===== config.mk =====
export PLATFORM = sky130hd
export DESIGN_NAME = demux_router_flat
export DESIGN_NICKNAME = d
export VERILOG_FILES = /design/src/rtl/demux_router_if.sv /design/src/rtl/demux_router.sv /design/src/flat_wrapper.sv
export SDC_FILE = /design/constraint.sdc
export NUM_CORES = 1
export LEC_CHECK = 0
export BUFFER_PORTS_ARGS = -buffer_cell sky130_fd_sc_hd__clkbuf_2
export CAP_MARGIN = 5
export CORE_ASPECT_RATIO = 1.1
export CORE_MARGIN = 8
export CORE_UTILIZATION = 50
export CTS_BUF_LIST = sky130_fd_sc_hd__clkbuf_4
export DETAILED_ROUTE_END_ITERATION = 16
export HOLD_SLACK_MARGIN = 0.15
export PLACE_DENSITY_LB_ADDON = 0.25
export RECOVER_POWER = 100
export SLEW_MARGIN = 0
export SYNTH_ARGS = -nofsm -noshare
export SYNTH_HDL_FRONTEND = slang
export SYNTH_SLANG_ARGS = --single-unit

===== constraint.sdc =====
create_clock -name clk -period 6.5 [get_ports clk]
set_input_delay 1.95 -clock clk [delete_from_list [all_inputs] [get_ports clk]]
set_output_delay 1.95 -clock clk [all_outputs]
set_load 0.03 [all_outputs]

===== src/rtl/demux_router_if.sv =====
// Bundle of the demux_router stream signals: one producer side, two consumer ports.
// The slave modport is the router's view; the master modport is the environment's.
interface demux_router_if #(
    parameter int WIDTH = 64,
    parameter int CNT_W = 16
);
    logic [WIDTH-1:0] in_data;
    logic             in_valid;
    logic             signal;
    logic             in_ready;

    logic [WIDTH-1:0] out_1_data;
    logic             out_1_valid;
    logic             out_1_ready;
    logic [WIDTH-1:0] out_2_data;
    logic             out_2_valid;
    logic             out_2_ready;

    logic [CNT_W-1:0] count_1;
    logic [CNT_W-1:0] count_2;

    modport slave (
        input  in_data, in_valid, signal, out_1_ready, out_2_ready,
        output in_ready, out_1_data, out_1_valid, out_2_data, out_2_valid,
        output count_1, count_2
    );

    modport master (
        output in_data, in_valid, signal, out_1_ready, out_2_ready,
        input  in_ready, out_1_data, out_1_valid, out_2_data, out_2_valid,
        input  count_1, count_2
    );
endinterface


===== src/rtl/demux_router.sv =====
// Registered 1:2 demultiplexer: each input word is steered by `signal` into one of two
// small FIFOs, so a stalled consumer never blocks words already buffered for the other.
module demux_router #(
    parameter int WIDTH = 64,
    parameter int DEPTH = 2,
    parameter int CNT_W = 16
) (
    input logic           clk,
    input logic           reset,
    demux_router_if.slave bus
);
    localparam int PTR_W = $clog2(DEPTH);
    localparam int OCC_W = $clog2(DEPTH + 1);
    localparam logic [OCC_W-1:0] FULL_OCC = OCC_W'(DEPTH);

    typedef logic [WIDTH-1:0] word_t;

    word_t            mem_q    [2][DEPTH];
    word_t            mem_d    [2][DEPTH];
    logic [PTR_W-1:0] wr_ptr_q [2];
    logic [PTR_W-1:0] wr_ptr_d [2];
    logic [PTR_W-1:0] rd_ptr_q [2];
    logic [PTR_W-1:0] rd_ptr_d [2];
    logic [OCC_W-1:0] occ_q    [2];
    logic [OCC_W-1:0] occ_d    [2];
    word_t            data_q   [2];
    word_t            data_d   [2];
    logic [CNT_W-1:0] cnt_q    [2];
    logic [CNT_W-1:0] cnt_d    [2];
    logic [1:0]       full_q, full_d;
    logic [1:0]       valid_q, valid_d;
    logic [1:0]       push, pop, out_ready;
    logic             in_ready;

    // NOTE: every variable gets a default at the top of always_comb so no path leaves
    // it unassigned, which would otherwise infer a latch.
    always_comb begin
        mem_d     = mem_q;
        out_ready = {bus.out_2_ready, bus.out_1_ready};
        // Readiness looks only at registered full flags: no pass-through on a full FIFO.
        in_ready  = bus.signal ? !full_q[1] : !full_q[0];
        push      = '0;
        push[bus.signal] = bus.in_valid && in_ready;
        for (int ch = 0; ch < 2; ch++) begin
            pop[ch]      = valid_q[ch] && out_ready[ch];
            wr_ptr_d[ch] = wr_ptr_q[ch];
            rd_ptr_d[ch] = rd_ptr_q[ch];
            cnt_d[ch]    = cnt_q[ch];
            occ_d[ch]    = occ_q[ch];
            if (push[ch]) begin
                mem_d[ch][wr_ptr_q[ch]] = bus.in_data;
                wr_ptr_d[ch]            = wr_ptr_q[ch] + 1'b1;
            end
            if (pop[ch]) begin
                rd_ptr_d[ch] = rd_ptr_q[ch] + 1'b1;
                cnt_d[ch]    = cnt_q[ch] + 1'b1;
            end
            case ({push[ch], pop[ch]})
                2'b10:   occ_d[ch] = occ_q[ch] + 1'b1;
                2'b01:   occ_d[ch] = occ_q[ch] - 1'b1;
                default: occ_d[ch] = occ_q[ch];
            endcase
            full_d[ch]  = (occ_d[ch] == FULL_OCC);
            valid_d[ch] = (occ_d[ch] != '0);
            // Output word is registered; when the FIFO drains it keeps the last popped word.
            data_d[ch]  = valid_d[ch] ? mem_d[ch][rd_ptr_d[ch]] : data_q[ch];
        end
    end

    // NOTE: sequential state uses non-blocking assignments so every flop samples the
    // values from before the edge, independent of statement order.
    always_ff @(posedge clk) begin
        if (reset) begin
            wr_ptr_q <= '{default: '0};
            rd_ptr_q <= '{default: '0};
            occ_q    <= '{default: '0};
            data_q   <= '{default: '0};
            cnt_q    <= '{default: '0};
            full_q   <= '0;
            valid_q  <= '0;
        end else begin
            wr_ptr_q <= wr_ptr_d;
            rd_ptr_q <= rd_ptr_d;
            occ_q    <= occ_d;
            data_q   <= data_d;
            cnt_q    <= cnt_d;
            full_q   <= full_d;
            valid_q  <= valid_d;
        end
    end

    // NOTE: storage is not reset; a slot is only ever read after it has been written,
    // and the pointers/occupancy alone define what is valid.
    always_ff @(posedge clk) begin
        mem_q <= mem_d;
    end

    assign bus.in_ready    = in_ready;
    assign bus.out_1_data  = data_q[0];
    assign bus.out_1_valid = valid_q[0];
    assign bus.out_2_data  = data_q[1];
    assign bus.out_2_valid = valid_q[1];
    assign bus.count_1     = cnt_q[0];
    assign bus.count_2     = cnt_q[1];
endmodule


===== src/flat_wrapper.sv =====
// flat-port wrapper written by rule: the top's interface ports become plain ports
module demux_router_flat 
#(
    parameter int WIDTH = 64,
    parameter int DEPTH = 2,
    parameter int CNT_W = 16
)
  (clk, reset, bus_in_data, bus_in_valid, bus_signal, bus_out_1_ready, bus_out_2_ready, bus_in_ready, bus_out_1_data, bus_out_1_valid, bus_out_2_data, bus_out_2_valid, bus_count_1, bus_count_2);
  demux_router_if #(.WIDTH(WIDTH), .CNT_W(CNT_W)) bus_i ();
  input logic clk;
  input logic reset;
  input wire logic [$bits(bus_i.in_data)-1:0] bus_in_data;
  input wire logic [$bits(bus_i.in_valid)-1:0] bus_in_valid;
  input wire logic [$bits(bus_i.signal)-1:0] bus_signal;
  input wire logic [$bits(bus_i.out_1_ready)-1:0] bus_out_1_ready;
  input wire logic [$bits(bus_i.out_2_ready)-1:0] bus_out_2_ready;
  output wire logic [$bits(bus_i.in_ready)-1:0] bus_in_ready;
  output wire logic [$bits(bus_i.out_1_data)-1:0] bus_out_1_data;
  output wire logic [$bits(bus_i.out_1_valid)-1:0] bus_out_1_valid;
  output wire logic [$bits(bus_i.out_2_data)-1:0] bus_out_2_data;
  output wire logic [$bits(bus_i.out_2_valid)-1:0] bus_out_2_valid;
  output wire logic [$bits(bus_i.count_1)-1:0] bus_count_1;
  output wire logic [$bits(bus_i.count_2)-1:0] bus_count_2;
  assign bus_i.in_data = bus_in_data;
  assign bus_i.in_valid = bus_in_valid;
  assign bus_i.signal = bus_signal;
  assign bus_i.out_1_ready = bus_out_1_ready;
  assign bus_i.out_2_ready = bus_out_2_ready;
  assign bus_in_ready = bus_i.in_ready;
  assign bus_out_1_data = bus_i.out_1_data;
  assign bus_out_1_valid = bus_i.out_1_valid;
  assign bus_out_2_data = bus_i.out_2_data;
  assign bus_out_2_valid = bus_i.out_2_valid;
  assign bus_count_1 = bus_i.count_1;
  assign bus_count_2 = bus_i.count_2;
  demux_router #(.WIDTH(WIDTH), .DEPTH(DEPTH), .CNT_W(CNT_W)) u_core (.clk(clk), .reset(reset), .bus(bus_i));
endmodule

# After elaboration in Yosys (flattened, before gate mapping)

Cells that the tools add are included.

$add $sub $neg: 10
Order comparisons: 8
Equal/unequal tests: 6
Mux-type cells: 21
Bitwise gates (word level): 5
Reductions and logical operators: 10

Operator list:

| kind                                                                  | number |
|---|---|
| 64-bit two-way mux                                                    | 8 |
| 128-bit bitwise mux                                                   | 2 |
| 128-bit two-way mux                                                   | 2 |
| 64-bit demux with 1-bit select                                        | 2 |
| 16-bit by 1-bit adder with 16-bit output, second input constant       | 2 |
| 2-bit equality test, second input constant                            | 4 |
| 2-bit greater-or-equal comparator, second input constant              | 4 |
| 1-bit NOT with 2-bit output                                           | 4 |
| 2-bit case mux with 2 select lines                                    | 2 |
| 1-bit logical AND                                                     | 6 |
| 1-bit adder, second input constant                                    | 4 |
| 2-bit by 1-bit adder with 2-bit output, second input constant         | 2 |
| 2-bit by 1-bit equality test with 1-bit output, second input constant | 2 |
| 2-bit by 1-bit < comparator with 1-bit output, second input constant  | 2 |
| 1-bit two-way mux                                                     | 4 |
| 2-bit nonzero test                                                    | 2 |
| 2-bit by 1-bit subtractor with 2-bit output, second input constant    | 2 |
| 2-bit AND                                                             | 1 |
| 1-bit zero test                                                       | 2 |
| 1-bit by 2-bit < comparator with 1-bit output, second input constant  | 1 |
| 1-bit demux with 1-bit select                                         | 1 |
| 1-bit greater-or-equal comparator, second input constant              | 1 |

Register bits: 428
Input port bits: 70
Output and inout port bits: 163
Word-level logic and storage cells: 76

# Logic depth before layout (Yosys ltp)

Gate-level depths: netlist of run 1.

Depth after elaboration: 10
Gate-level depth with buffers: 9
Gate-level depth less buffers: 7

# Worst setup path before layout of run 1

OpenSTA, ideal clock, no wires.

Path kind: input to output
Start: input port bus_signal
End: output port bus_in_ready
Data arrival time: 2.502 ns
Required time: 4.550 ns
Setup slack: 2.048 ns
Stages: 1
Path buffers: 0
Cells stage by stage: mux2i_1

Cells in the longest elaborated chain, start to end: 1

Ends and longest elaborated chain:

| item              | RTL line           | text |
|---|---|---|
| start, declared   | flat_wrapper.sv:14 | `input wire logic [$bits(bus_i.signal)-1:0] bus_signal;` |
| 1-bit two-way mux | demux_router.sv:41 | `in_ready = bus.signal ? !full_q[1] : !full_q[0];` |
| end, declared     | flat_wrapper.sv:17 | `output wire logic [$bits(bus_i.in_ready)-1:0] bus_in_ready;` |

Every way passes these cells.

==> results.toml, run 1 <==
[pwr]
max-vdd-ir-drop_mv = 0.256
power_density_mw_per_mm2 = 455
power.total_uw = 8390
leakage_uw = 0.00715

[final_layout]
synthToLayoutAreaGrowth_pct = 13.9
drive_above_1_share = 0.191
utilization = 0.575
fillers = 2907
nNetsFinal = 1677

[grt]
grt_use_total = 0.199
grt-ovfl-total = 0
grt_pass1_wl_mm = 62.3
antenna_found_initial = 2
grt_max_degree = 66
grt_pass1_vias = 11900

[floorplanning]
dieArea_mm2 = 0.0384
fp.dieW_um = 188
fp-row-count = 69
initial_core_util = 0.505
core-area_mm2 = 0.0321
io_pins = 233
die-height_um = 205

[timing]
final.min_clock_period_ns = 5.21
fin_setup_tns_ns = 0
setup_viol = 0
rsz0062_at_grt = "no"
hold_violations = 0
worstMarginPinSlew_ns = 3.11
fmax_ghz = 0.192
finalCritPeriodShare = 0.802
final_max_slew_viol_count = 274
slew_headroom = -1.07
finClkSkew_ns = 0.0503

[run_status]
status = "complete, but fails checks"
failed_checks = "max-capacitance violations, max-slew violations"

[cts]
clkSinkCount = 428
cts_setup_buffers = 0
clockBufferDepth = 3
tritoncts = "built"
clock_latency_ns = 0.76
cts_root_buf = "clkbuf_4"
htreeDepth = 3
numCtsBuffers = 105
clk_pin_slew_ns = 0.06
cts_hold_buf = 0
cts-resized-gates = 0

[worst_setup_path]
setup.worst_path.start_class = "primary input"
critPathKind = "primary input to flop"
rr_worst_depth = 5
r2r_start = "u_core.full_q[0]"
ff2ff_setup_slack_ns = 2.36
end_kind = "flop"
required_ns = 7.10
crit_arrival_ns = 5.82
r2r_end = "u_core.bus.out_1_data[8]"
cp_max_fo = 53

[yosys]
postSynthRegisterBits = 428
ys_warn_count = 0
syn_area_mm2 = 0.0162
syn_inst = 1333
ys_types = 44
synth_area_per_cell_um2 = 12.2
synth_nets = 1407
synth-seq-area-share = 0.529

[flow_run]
drv_cap = 7

[worst_hold_path]
hold_start = "u_core.mem_q[93]"
hp-class = "flop to flop"
hold_path_end = "u_core.mem_q[93]"
whs_path_depth = 1

[routing]
wl_mm = 38.8
vias = 11200
ant_nets = 0
route.detailed.drc = 0
detailedRoute.firstPassIterationCount = 4
drt-wirelength-per-cell_um = 18.4
via_per_inst = 5.33
drt_iter0_drc = 504

[place]
gp_routability_congestion = 0.750
port_buffers = 232
hpwl_mm = 24.6
==> layout by cell type, fill, tap and decap left out, drive strengths merged, types with 3 or more instances in the layout <==
master	synthesis	layout
nor2	32	32
bufinv	0	3
nand3	11	11
nand4	12	12
nor2b	4	4
or2b	7	7
or3	5	5
xnor2	18	18
o31ai	3	3
clkinv	0	36
ha	4	4
mux2	257	257
clkbuf	43	379
buf	43	10
nand2b	249	249
nor3	9	9
and4	5	5
a21oi	11	11
inv	5	6
dfxtp	428	428
xor2	16	16
or4	3	3
nor4	3	3
o21ai	5	5
nand2	17	17
a32o	128	128
nor3b	3	3
==> per-stage QoR <==
| stage | std cells | hold WS [ns] | area, µm² | worst slack (ns) |
|---|---|---|---|---|
| final | 2106 | 0.450 | 18500 | 1.29 |
| after global routing | 2106 | 0.466 | 18500 | 1.05 |
| after CTS | 2104 | 0.452 | 19000 | 1.95 |
| after detailed placement | 1922 | 0.437 | 17700 | 1.94 |
| after global placement | 1922 | 0.431 | 17700 | 1.95 |
| after floorplan | 1333 | 0.424 | 16200 | 2.05 |
==> cells in the mapped netlist, drive strengths merged <==
master / n / area share
and4bb: 1 / 0.00077
nand3: 11 / 0.0034
nand2b: 249 / 0.096
xnor2: 18 / 0.011
a21oi: 11 / 0.0034
o21ba: 1 / 0.00062
a31oi: 1 / 0.00039
nand2: 17 / 0.0041
o31ai: 3 / 0.0014
dfxtp: 428 / 0.53
and4: 5 / 0.0027
or4: 3 / 0.0014
ha: 4 / 0.0031
and2: 2 / 0.00077
buf: 43 / 0.021
mux2i: 1 / 0.00062
nor2b: 4 / 0.0015
nand4b: 1 / 0.00054
a32o: 128 / 0.079
or3: 5 / 0.0019
xor2: 16 / 0.0086
or2: 1 / 0.00039
nor4: 3 / 0.0012
nor3: 9 / 0.0028
o21ai: 5 / 0.0015
nor3b: 3 / 0.0014
nand3b: 1 / 0.00046
nand4: 12 / 0.0046
and3: 1 / 0.00039
clkbuf: 43 / 0.010
mux2: 257 / 0.19
inv: 5 / 0.0012
nor2: 32 / 0.0074
nor4bb: 1 / 0.00062
or2b: 7 / 0.0032
nor4b: 1 / 0.00093
==> how the worst max path moves through the flow <==
stage | start | endpoint | slack, ns | depth (start not counted)
floorplan | bus_signal | bus_in_ready | 2.05 | 1
global placement | bus_signal | bus_in_ready | 1.95 | 3
detailed placement | bus_out_2_ready | u_core.bus.out_2_data[18] | 1.94 | 9
CTS | bus_signal | bus_in_ready | 1.95 | 3
global route | bus_signal | u_core.bus.out_2_data[9] | 1.05 | 6
finish | bus_signal | u_core.bus.out_2_data[9] | 1.29 | 6
==> sequential cells by signal (all words and copies together) (netlist names) <==
signal                 flops
u_core.mem_q             256
u_core.bus.out_1_data     64
u_core.bus.out_2_data     64
u_core.bus.count_1        16
u_core.bus.count_2        16
u_core.occ_q               4
u_core.full_q              2
u_core.rd_ptr_q            2
u_core.valid_q             2
u_core.wr_ptr_q            2
==> layout make-up <==
type	count	area (µm²)	area share
antenna	2	5.00	0.000271
clock buffer	140	1050	0.0569
clock inverter	42	256	0.0139
inverter	5	18.8	0.00102
multi-input combinational	814	6960	0.377
sequential	428	8570	0.464
tap	426	533	0.0289
timing repair buffer	249	1070	0.0578
==> critical path, stage by stage <==
cell and delay [ns]:
clkbuf_1 0.26, and4bb_1 2.22, buf_4 0.51, mux2_1 0.36
or2b_1 0.22, a32o_1 0.24
==> layer usage <==
metal	part of all wire	GRT usage	up-vias	wire (µm)
met3	0.060	0.0535	57	2320
met1	0.43	0.233	5504	16700
met4	0.020	0.0673	0	782
met5	0	0	-	0
met2	0.49	0.349	306	19000
li1	-	-	5364	-
==> kinds of logic (layout without fill, tap and decap cells) <==
| group | Yosys count | count (layout) | synth area share |
|---|---|---|---|
| simple gates | 369 | 369 | 0.137 |
| other cells | 0 | 2 | 0 |
| compound gates | 149 | 149 | 0.0864 |
| mux | 258 | 258 | 0.194 |
| buf+inv | 91 | 436 | 0.0320 |
| xor+xnor | 34 | 34 | 0.0193 |
| fa+ha+maj | 4 | 4 | 0.00309 |
| flops | 428 | 428 | 0.529 |
==> power breakdown <==
| group | total (µW) | internal, µW | switching, µW |
|---|---|---|---|
| combinational | 2430 | 973 | 1460 |
| sequential | 3800 | 3470 | 327 |
| clock | 2160 | 1120 | 1040 |
No activity file was read; power rests on OpenSTA's default activity.
==> inputs of run 2 (changes only) <==
==> constraint.sdc (replaced) <==
create_clock -name clk -period 5.5 [get_ports clk]
set_input_delay 1.65 -clock clk [delete_from_list [all_inputs] [get_ports clk]]
set_output_delay 1.65 -clock clk [all_outputs]
set_load 0.03 [all_outputs]
==> run 2 against run 1 <==
The run still ends with max-capacitance violations, max-slew violations left. Hold slack got worse by 0.0027 ns. Worst setup slack worse by 0.36 ns. Core utilization about the same. Sequential cell count is the same. Critical path type unchanged. Critical endpoint is now u_core.bus.out_1_data[13]. Largest power group unchanged. Highest routed layer unchanged.
==> results.toml, run 2 (synthesis results as in run 1) <==
[run_status]
status = "complete, but fails checks"
failed_checks = "max-capacitance violations, max-slew violations"

[cts]
cts-resized-gates = 0
tritoncts = "built"
clock_latency_ns = 0.73
numCtsBuffers = 104
cts_setup_buffers = 0
clockBufferDepth = 3
clkSinkCount = 428
cts_hold_buf = 0
cts_root_buf = "clkbuf_4"
htreeDepth = 3
clk_pin_slew_ns = 0.07

[final_layout]
top_register = "u_core.mem_q"
nNetsFinal = 1676
synthToLayoutAreaGrowth_pct = 13.8
largest_reg_flops = 256
fillers = 2851
layout_commonest_cell = "dfxtp_1"
multi_input_area_mm2 = 0.00694
final_cell_mix = "dfxtp_1 (428), nand2b_1 (249), clkbuf_1 (172), mux2_1 (167), clkbuf_4 (154)"
ff_latch_area_mm2 = 0.00857
drive_above_1_share = 0.200
stdcell_area_mm2 = 0.0184

[worst_setup_path]
setup.worst_path.start_class = "primary input"
crit_chain = "clkbuf_1, nor4b_1, clkbuf_1, mux2_2, nand2b_1, a32o_1"
slowest_stage = "clkbuf_1"
worst_path_most_repeated_cell = "clkbuf_1"
slowest_delay_ns = 2.02
crit_arrival_ns = 5.17
end_kind = "flop"
critPathKind = "primary input to flop"
ff2ff_setup_slack_ns = 1.65
cp_max_fo = 43
required_ns = 6.09

[pwr]
pwr-share-clk = 0.254
pwr-share-comb = 0.292
power_density_mw_per_mm2 = 536
power.total_uw = 9890
leakage_uw = 0.00716
switching_share = 0.335
max-vdd-ir-drop_mv = 0.324
p_int_uw = 6580
power_frac_seq = 0.454
power_switching_uw = 3310

[timing]
slew_headroom = -0.871
setup_ws_ns = 0.924
finalCritPeriodShare = 0.832
worstMarginPinSlew_ns = 2.81
rsz0062_at_grt = "no"
setup_viol = 0
final_max_slew_viol_count = 220
hold_violations = 0
fin_worst_hold_slack_ns = 0.448
finClkSkew_ns = 0.0347
fin_setup_tns_ns = 0
fmax_ghz = 0.219
final.min_clock_period_ns = 4.58

[routing]
wl_mm = 39.0
drt-wirelength-per-cell_um = 18.6
via_per_inst = 5.34
ant_nets = 0
vias = 11200
route.detailed.drc = 0
detailedRoute.firstPassIterationCount = 4
drt_iter0_drc = 535

[floorplanning]
core-area_mm2 = 0.0321
io_pins = 233
fp-row-count = 69
dieArea_mm2 = 0.0384
die-height_um = 205
initial_core_util = 0.505
fp.dieW_um = 188

[grt]
grt_max_degree = 65
grt_pass1_wl_mm = 62.5
grt_use_total = 0.199
grt_pass1_vias = 11900
grt-ovfl-total = 0
antenna_found_initial = 2

[place]
port_buffers = 232
postPlaceCellArea_mm2 = 0.0177
hpwl_mm = 24.6
dpl_worst_slack_ns = 1.31
gp_routability_congestion = 0.778

[worst_hold_path]
hp-class = "flop to flop"

[flow_run]
drv_cap = 6
## run 2: path summary, 6_finish.rpt
path,depth (start not counted),startpoint,end
worst min register to register,1,u_core.mem_q[158],u_core.mem_q[158]
worst max register to register,5,u_core.full_q[0],u_core.bus.out_1_data[13]
worst max-delay path,6,bus_signal,u_core.bus.out_1_data[13]
worst min-delay path,1,u_core.mem_q[158],u_core.mem_q[158]
## run 2: layer usage
metal,vias up,track usage,part of all wire
met3,57,0.0514,0.052
met4,0,0.0664,0.018
met1,5517,0.241,0.44
met5,-,0,0
li1,5348,-,-
met2,272,0.341,0.49
## run 2: final cells by class
cell class                 count  share of cell area
timing repair buffer         249              0.0608
clock inverter                18             0.00570
multi-input combinational    814               0.376
inverter                       5             0.00102
antenna                        2            0.000271
tap                          426              0.0289
sequential                   428               0.465
clock buffer                 154              0.0627
## run 2: worst max-delay path: cells and delay by family
family                 cells  cell delay (ns)
AO/OA/AOI/OAI              1             0.26
buffers and inverters      2             2.20
multiplexers               1             0.48
AND/OR/NAND/NOR            2             0.54
## run 2: power by group through the flow
stage / clock [µW] / sequential [µW] / combinational, µW
after floorplan: 0 / 5050 / 1750
after global placement: 0 / 4540 / 3080
after detailed placement: 0 / 4580 / 3150
after CTS: 2590 / 4520 / 3170
after global routing: 2770 / 4600 / 3130
final: 2510 / 4490 / 2880
## run 2: through the flow
| stage | util | cells |
|---|---|---|
| 2_1_floorplan | - | 1333 |
| 3_3_place_gp | 0.552 | 1922 |
| 3_5_place_dp | 0.552 | 1922 |
| 4_1_cts | 0.591 | 2094 |
| 5_1_grt | 0.574 | 2096 |
| 6_report | 0.574 | 2096 |
